[config.mk]
export PLATFORM = sky130hd
export DESIGN_NAME = sdram_port_arb
export DESIGN_NICKNAME = d
export VERILOG_FILES = /design/src/rtl/sdram_port_arb.sv
export SDC_FILE = /design/constraint.sdc
export NUM_CORES = 1
export LEC_CHECK = 0
export BUFFER_PORTS_ARGS = -buffer_cell sky130_fd_sc_hd__buf_2
export CORE_ASPECT_RATIO = 1.1
export CORE_MARGIN = 5
export CORE_UTILIZATION = 49
export DETAILED_ROUTE_END_ITERATION = 6
export PLACE_DENSITY = 0.85
export SETUP_SLACK_MARGIN = 0.15
export SLEW_MARGIN = 20
export SYNTH_ARGS = -nofsm -noshare
export SYNTH_HDL_FRONTEND = slang
export SYNTH_SLANG_ARGS = --single-unit
[constraint.sdc]
create_clock -name clk -period 3.1 [get_ports clk]
set_input_delay 0 -clock clk [delete_from_list [all_inputs] [get_ports clk]]
set_output_delay 0 -clock clk [all_outputs]
set_load 0.02 [all_outputs]
[src/rtl/sdram_port_arb.sv]
// sdram_port_arb: shares the single sdram_controller command port between the
// TFT refill reader (high priority) and the UART page writer (low priority,
// anti-starvation), issuing one-cycle enables and returning acks and read data.
// Latency: request sampled in cycle N, enable in N+1, ack one cycle after the
// owner's completion strobe; 4-cycle minimum command spacing.
// Backpressure: req/ack handshake; ctrl_busy or arb_en=0 hold requests pending.
// Ports: clk/rst (async active-low); rd_* read port; wr_* write port;
// ctrl_* controller side; arb_owner = owner of last grant; arb_err = sticky
// watchdog flag.
// Optional feature: define ARB_TIMEOUT_EN to build the WAIT watchdog.
module sdram_port_arb #(
  parameter int ADDR_W       = 22,
  parameter int DATA_W       = 16,
  parameter int RD_BURST_MAX = 8,
  parameter int TIMEOUT_CYC  = 1023
) (
  input  logic              clk,
  input  logic              rst,
  input  logic              arb_en,
  input  logic              rd_req,
  input  logic [ADDR_W-1:0] rd_addr,
  output logic              rd_ack,
  output logic [DATA_W-1:0] rd_data,
  input  logic              wr_req,
  input  logic [ADDR_W-1:0] wr_addr,
  input  logic [DATA_W-1:0] wr_data,
  output logic              wr_ack,
  output logic              ctrl_rd_enable,
  output logic              ctrl_wr_enable,
  output logic [ADDR_W-1:0] ctrl_addr,
  output logic [DATA_W-1:0] ctrl_wr_data,
  input  logic [DATA_W-1:0] ctrl_rd_data,
  input  logic              ctrl_rd_ready,
  input  logic              ctrl_wr_done,
  input  logic              ctrl_busy,
  output logic              arb_owner,
  output logic              arb_err
);

  localparam logic [1:0] S_IDLE  = 2'd0;
  localparam logic [1:0] S_ISSUE = 2'd1;
  localparam logic [1:0] S_WAIT  = 2'd2;
  localparam logic [1:0] S_DONE  = 2'd3;

  localparam logic [3:0] BURST = 4'(RD_BURST_MAX);

  logic [1:0] state;
  logic [3:0] streak;
  logic       start;
  logic       grant_wr;
  logic       owner_done;
  logic       wdog_hit;

  assign start      = (state == S_IDLE) && arb_en && !ctrl_busy && (rd_req || wr_req);
  // Reads win ties until they have taken BURST grants in a row over a waiting write.
  assign grant_wr   = wr_req && (!rd_req || (streak == BURST));
  // Only the current owner's strobe may end WAIT; the other one is ignored.
  assign owner_done = arb_owner ? ctrl_wr_done : ctrl_rd_ready;

`ifdef ARB_TIMEOUT_EN
  localparam logic [9:0] WDOG_LIMIT = 10'(TIMEOUT_CYC);
  logic [9:0] wdog;

  // Compare the incremented value so the exit happens on the WAIT cycle in
  // which the counter reaches the limit, giving an ack TIMEOUT_CYC+1 after ISSUE.
  assign wdog_hit = (state == S_WAIT) && ((wdog + 10'd1) == WDOG_LIMIT) && !owner_done;

  always_ff @(posedge clk or negedge rst) begin
    if (!rst) begin
      wdog    <= '0;
      arb_err <= 1'b0;
    end else begin
      if (state == S_ISSUE)     wdog <= '0;
      else if (state == S_WAIT) wdog <= wdog + 10'd1;
      if (wdog_hit)             arb_err <= 1'b1;
    end
  end
`else
  assign wdog_hit = 1'b0;
  assign arb_err  = 1'b0;
`endif

  // Read streak against a waiting write; any cycle without wr_req forgets it.
  always_ff @(posedge clk or negedge rst) begin
    if (!rst) begin
      streak <= '0;
    end else if (!wr_req) begin
      streak <= '0;
    end else if (start) begin
      if (grant_wr)             streak <= '0;
      else if (streak != BURST) streak <= streak + 4'd1;
    end
  end

  always_ff @(posedge clk or negedge rst) begin
    if (!rst) begin
      state          <= S_IDLE;
      rd_ack         <= 1'b0;
      wr_ack         <= 1'b0;
      ctrl_rd_enable <= 1'b0;
      ctrl_wr_enable <= 1'b0;
      rd_data        <= '0;
      ctrl_addr      <= '0;
      ctrl_wr_data   <= '0;
      arb_owner      <= 1'b0;
    end else begin
      rd_ack         <= 1'b0;
      wr_ack         <= 1'b0;
      ctrl_rd_enable <= 1'b0;
      ctrl_wr_enable <= 1'b0;
      case (state)
        S_IDLE: begin
          if (start) begin
            state          <= S_ISSUE;
            arb_owner      <= grant_wr;
            ctrl_addr      <= grant_wr ? wr_addr : rd_addr;
            ctrl_rd_enable <= !grant_wr;
            ctrl_wr_enable <= grant_wr;
            if (grant_wr) ctrl_wr_data <= wr_data;
          end
        end
        S_ISSUE: state <= S_WAIT;
        S_WAIT: begin
          if (owner_done) begin
            state <= S_DONE;
            if (arb_owner) begin
              wr_ack <= 1'b1;
            end else begin
              rd_ack  <= 1'b1;
              rd_data <= ctrl_rd_data;
            end
          end else if (wdog_hit) begin
            // Abandoned transfer still acks its owner so the requester moves on.
            state  <= S_DONE;
            wr_ack <= arb_owner;
            rd_ack <= !arb_owner;
          end
        end
        default: state <= S_IDLE;
      endcase
    end
  end

endmodule

### Word-level counts from Yosys, hierarchy flattened

Index checks and enable logic that the tools add are counted.

| operators by class | value |
|---|---|
| reduce and logical (&&, ||, !) cells | 15 |
| add/sub/neg operators | 1 |
| muxes and demuxes | 19 |
| eq/ne operators | 8 |
| bitwise gates (word level) | 1 |

Operator list:

| kind | number |
|---|---|
| 22-bit 2-to-1 mux | 1 |
| 4-bit 2-to-1 mux | 4 |
| 1-bit 2-to-1 mux | 11 |
| 2-bit one-hot mux with 3 select lines | 1 |
| 2-bit AND reduction | 3 |
| 3-bit AND reduction | 2 |
| 4-bit by 1-bit adder with 4-bit output, second input constant | 1 |
| 4-bit == test, second input constant | 1 |
| 1-bit logical AND | 4 |
| 2-bit 2-to-1 mux | 2 |
| 2-bit inequality test, second input constant | 2 |
| 4-bit inequality test, second input constant | 1 |
| 1-bit logical NOT | 3 |
| 3-bit by 1-bit inequality test with 1-bit output, second input constant | 1 |
| 2-bit by 1-bit == test with 1-bit output, second input constant | 1 |
| 2-bit == test, second input constant | 1 |
| 2-bit logical NOT | 1 |
| 1-bit logical OR | 2 |
| 2-bit by 1-bit inequality test with 1-bit output, second input constant | 1 |
| 1-bit inverter | 1 |

| word-level totals | value |
|---|---|
| logic and storage cells | 54 |
| register bits | 65 |
| input bits | 84 |

### Longest topological paths before layout

| logic depth | value |
|---|---|
| word-level depth | 6 |
| depth in mapped cells | 8 |

### Worst setup path after synthesis

OpenSTA, ideal clock, no wires.

| path | value |
|---|---|
| kind | reg-to-reg |
| start | register state[0] |
| end | register ctrl_wr_data[10] |
| stages on the path, launching flop included | 8 |
| setup slack | 1399 ps |
| arrival | 1573 ps |
| required time | 2973 ps |
| setup time | 127 ps |
| cells stage by stage | dfrtp_1 inv_1 ha_1 and3b_4 and3_4 buf_6 buf_6 mux2_1 |

| between the ends | value |
|---|---|
| cells in the longest elaborated chain, start to end | 5 |

RTL lines:

| what | line | text |
|---|---|---|
| start, declared | 47 | `logic [1:0] state;` |
| start signal, assigned | 97 | `state <= S_IDLE;` |
| start signal, assigned | 114 | `state <= S_ISSUE;` |
| start signal, assigned | 122 | `S_ISSUE: state <= S_WAIT;` |
| 2-bit logical NOT * | 54, 111 |  |
| 1-bit logical AND (3 in a row) | 54 | `assign start = (state == S_IDLE) && arb_en && !ctrl_busy && (rd_req \|\| wr_req);` |
| 3-bit AND reduction (no line) * | - |  |
| end signal, assigned | 119 | `if (grant_wr) ctrl_wr_data <= wr_data;` |
| end, declared | 31 | `output logic [DATA_W-1:0] ctrl_wr_data,` |

Every way passes the cells marked *; elsewhere a longest branch is shown, timed or not.
A chain may end at the register's enable or synchronous reset.

### Final worst setup path

| path | value |
|---|---|
| start | register state[0] |
| end | register ctrl_addr[0] |

| between the ends | value |
|---|---|
| cells in the longest elaborated chain, start to end | 5 |

RTL lines:

| what | line | text |
|---|---|---|
| 2-bit logical NOT * | 54, 111 |  |
| 1-bit logical AND (3 in a row) | 54 |  |
| 2-bit AND reduction (no line) * | - |  |
| end signal, assigned | 116 | `ctrl_addr <= grant_wr ? wr_addr : rd_addr;` |
| end, declared | 30 | `output logic [ADDR_W-1:0] ctrl_addr,` |

Marked as above.

==> flow_summary.json <==
{
  "worst-path-stages": 7,
  "synth.top_cell.area_share": 0.581,
  "finClkSkew_ps": 11.6,
  "die_w_um": 82.1,
  "grt_pass1_vias": 2895,
  "tightest_slew_ps": 590,
  "yosysTopAreaCell": "dfrtp_1",
  "setup.worst_path.end": "ctrl_addr[0]$_DFFE_PN0P_",
  "htreeDepth": 3,
  "wirelength_um": 9540,
  "power_switching_mw": 1.51,
  "synth_most_common_cell": "dfrtp_1",
  "syn_inst": 235,
  "hp-class": "in2reg",
  "p_seq_frac": 0.355,
  "critical_path_class": "reg2reg",
  "synthTopCellsByCount": "dfrtp_1 (65), nand2_1 (56), a221o_1 (22), mux2_1 (17), nor2b_1 (11)",
  "drv_slew": 0,
  "start_util": 0.513,
  "startpoint": "state[0]$_DFFE_PN0P_",
  "cp.required_ps": 3320,
  "max_freq_mhz": 387,
  "synth_enable_flop_cells": 0,
  "grt_max_degree": 48,
  "ys_seq_area_frac": 0.581,
  "cts-root-buf": "clkbuf_8",
  "max_cap_viol_count": 0,
  "intPower_mw": 2.45,
  "power.share.clock": 0.182,
  "core_area_sq_um": 5470,
  "setup-tns-final_ps": 0,
  "clock_latency_ps": 350,
  "place_congestion": 0.785,
  "drt_iter0_drc": 163,
  "wl_per_cell_um": 17.8,
  "boundaryPins": 144,
  "firstDrtPassIters": 5,
  "critPathBufInv": 2,
  "max_slew_margin": 0.607,
  "p_leak_nw": 2.41,
  "place.port_buffers": 142,
  "layout-area-overhead-vs-synth_pct": 61.7,
  "fp.dieArea_sq_um": 7330,
  "ir_drop_mv": 0.553,
  "ant_nets": 0,
  "clockBufferDepth": 2,
  "start_kind": "flop",
  "path_max_fanout": 22,
  "vias": 2788,
  "antenna_found_initial": 0,
  "ys_warn_count": 0,
  "rsz0062_at_grt": "false",
  "clock_sinks": 65,
  "r2r_end": "ctrl_addr[0]$_DFFE_PN0P_",
  "pwr-share-comb": 0.463,
  "r2r_cells": 7,
  "fin_nets": 547,
  "grtUsageTotal": 0.268,
  "layout_worst_path_cycle_share": 0.834,
  "place_area_sq_um": 3540,
  "worstReg2RegStart": "state[0]$_DFFE_PN0P_",
  "cts_tree": "built",
  "grt-ovfl-total": 0,
  "die_h_um": 89.3,
  "drive_above_1_share": 0.370,
  "stdcell_area_sq_um": 4530,
  "cpMaxStageDelayCell": "dlygate4sd3_1",
  "power_density_nw_per_um2": 876,
  "hold_violations": 0,
  "async_flop_share": 1.00,
  "slowest_delay_ps": 570,
  "netlist_area_sq_um": 2800,
  "dp_hpwl_um": 5480,
  "syn_avg_cell_area_sq_um": 11.9,
  "drcViolationCount": 0,
  "period_minus_slack_ps": 2590,
  "cts_buffers": 9,
  "end_kind": "flop",
  "clk_pin_slew_worst_paths_ps": 60,
  "post_cts_buffers": 0,
  "antenna_cells": 0,
  "fin_cells": 537,
  "worstPathCellList": "inv_1 -> ha_1 -> nand3b_1 -> nor2_4 -> and2b_1 -> a221o_1 -> dlygate4sd3_1",
  "avgViaCountPerCell": 5.19,
  "ys_ff_latch": 65,
  "status": "completed",
  "cp_data_arrival_time_ps": 2810,
  "path_delay_family": "simple AND/OR/NAND/NOR gates",
  "syn_nets": 324,
  "power_switching_share": 0.382,
  "reg2reg_slack_ps": 510,
  "setup_viol_count_final": 0,
  "grt_pass1_wl_um": 14300,
  "ys_types": 34,
  "num_rows": 28,
  "yosys_most_used_dff": "dfrtp_1",
  "synth.area.top_cells": "dfrtp_1 (58%), a221o_1 (7.9%), nand2_1 (7.5%), mux2_1 (6.8%), and2b_4 (2.5%)",
  "dp.cells": 443
}
## cell type report
class	count	area, sq um
fill	303	936
tap	75	93.8
sequential	65	1630
clock buffer	12	155
timing repair buffer	224	1530
clock inverter	3	40.0
multi-input combinational	153	1070
inverter	5	18.8
## flip-flops by register name, indices dropped and copies added, names as in the netlist
register,cells
arb_owner,1
ctrl_addr,22
ctrl_rd_enable,1
ctrl_wr_data,16
ctrl_wr_enable,1
rd_ack,1
rd_data,16
state,2
streak,4
wr_ack,1
## worst reg2reg max path: stages (launching register included)
cell and delay, ps:
dfrtp_1 380, inv_1 100, ha_1 220, nand3b_1 230, nor2_4 460, and2b_1 260, a221o_1 250, dlygate4sd3_1 570
## power by group through the flow
stage               Sequential (mW)  Combinational [mW]  Clock, mW
floorplan                      1.80               0.551          0
global placement               1.38                1.47          0
detailed placement             1.39                1.53          0
CTS                            1.38                1.79      0.719
global route                   1.44                1.97      0.768
finish                         1.41                1.84      0.721
## cells in the final DEF, fill, tap and decap left out
| cell | netlist | layout |
|---|---|---|
| a21boi_0 | 1 | 1 |
| a21oi_2 | 1 | 1 |
| a221o_1 | 22 | 22 |
| and2_1 | 2 | 2 |
| and2b_1 | 5 | 5 |
| and2b_4 | 7 | 7 |
| and3_1 | 1 | 1 |
| and3_4 | 1 | 1 |
| and3b_4 | 1 | 1 |
| buf_2 | 5 | 141 |
| buf_4 | 1 | 4 |
| bufinv_16 | 0 | 1 |
| clkbuf_1 | 1 | 1 |
| clkbuf_8 | 0 | 11 |
| clkinv_1 | 1 | 1 |
| clkinv_2 | 0 | 2 |
| conb_1 | 1 | 1 |
| dfrtp_1 | 65 | 65 |
| dlygate4sd3_1 | 0 | 79 |
| ha_1 | 5 | 5 |
| inv_1 | 4 | 4 |
| mux2_1 | 17 | 17 |
| mux2i_1 | 2 | 2 |
| nand2_1 | 56 | 56 |
| nand2b_1 | 2 | 2 |
| nand3_1 | 1 | 1 |
| nand3b_1 | 3 | 3 |
| nor2_1 | 2 | 2 |
| nor2_4 | 0 | 1 |
| nor2b_1 | 11 | 11 |
| nor3_1 | 1 | 1 |
| o21a_1 | 1 | 1 |
| o21ai_0 | 5 | 5 |
| o21ai_2 | 1 | 1 |
| o21bai_1 | 1 | 1 |
| o22ai_1 | 1 | 1 |
| or3_1 | 1 | 1 |
## per-stage QoR
stage	total power [mW]	setup WS (ps)	hold slack [ps]	utilization
floorplan	2.35	1400	-296	-
global placement	2.85	997	191	0.647
detailed placement	2.92	877	196	0.647
CTS	3.89	329	88.3	0.827
global route	4.18	372	163	0.829
finish	3.97	513	117	0.829
## per-layer routing
layer | share of wire | routed length [um] | track usage
met1 | 0.37 | 3500 | 0.295
met5 | 0 | 0 | 0
met4 | 0.056 | 531 | 0.169
met3 | 0.068 | 646 | 0.0685
met2 | 0.51 | 4850 | 0.460
## cells by family (layout without fill, tap and decap cells)
logic type / count (synthesis) / after routing / synth area share
AOI/OAI and AO/OA: 33 / 33 / 0.104
other: 1 / 1 / 0.00134
buffers and inverters: 17 / 244 / 0.0397
DFF: 65 / 65 / 0.581
muxes: 19 / 19 / 0.0755
adders and majority gates: 5 / 5 / 0.0223
and+or+nand+nor: 95 / 95 / 0.176
## timing repair
item / 4_1_cts / 5_1_grt
hold buffers: 79 / 0
gates resized for setup: 0 / 1
endpoints found under the setup margin: 0 / 1
endpoints found under the hold margin: 105 / 0
## worst min path at each step
stage / start / to / slack [ps] / depth (start not counted)
floorplan: rst / arb_owner$_DFFE_PN0P_ / -300 / 0
global placement: ctrl_rd_data[7] / rd_data[7]$_DFFE_PN0P_ / 190 / 3
detailed placement: ctrl_rd_data[5] / rd_data[5]$_DFFE_PN0P_ / 200 / 3
CTS: rd_req / arb_owner$_DFFE_PN0P_ / 90 / 4
global route: rd_req / arb_owner$_DFFE_PN0P_ / 160 / 4
finish: rd_req / arb_owner$_DFFE_PN0P_ / 120 / 4
Note: power is estimated with default switching activity, not from simulation.
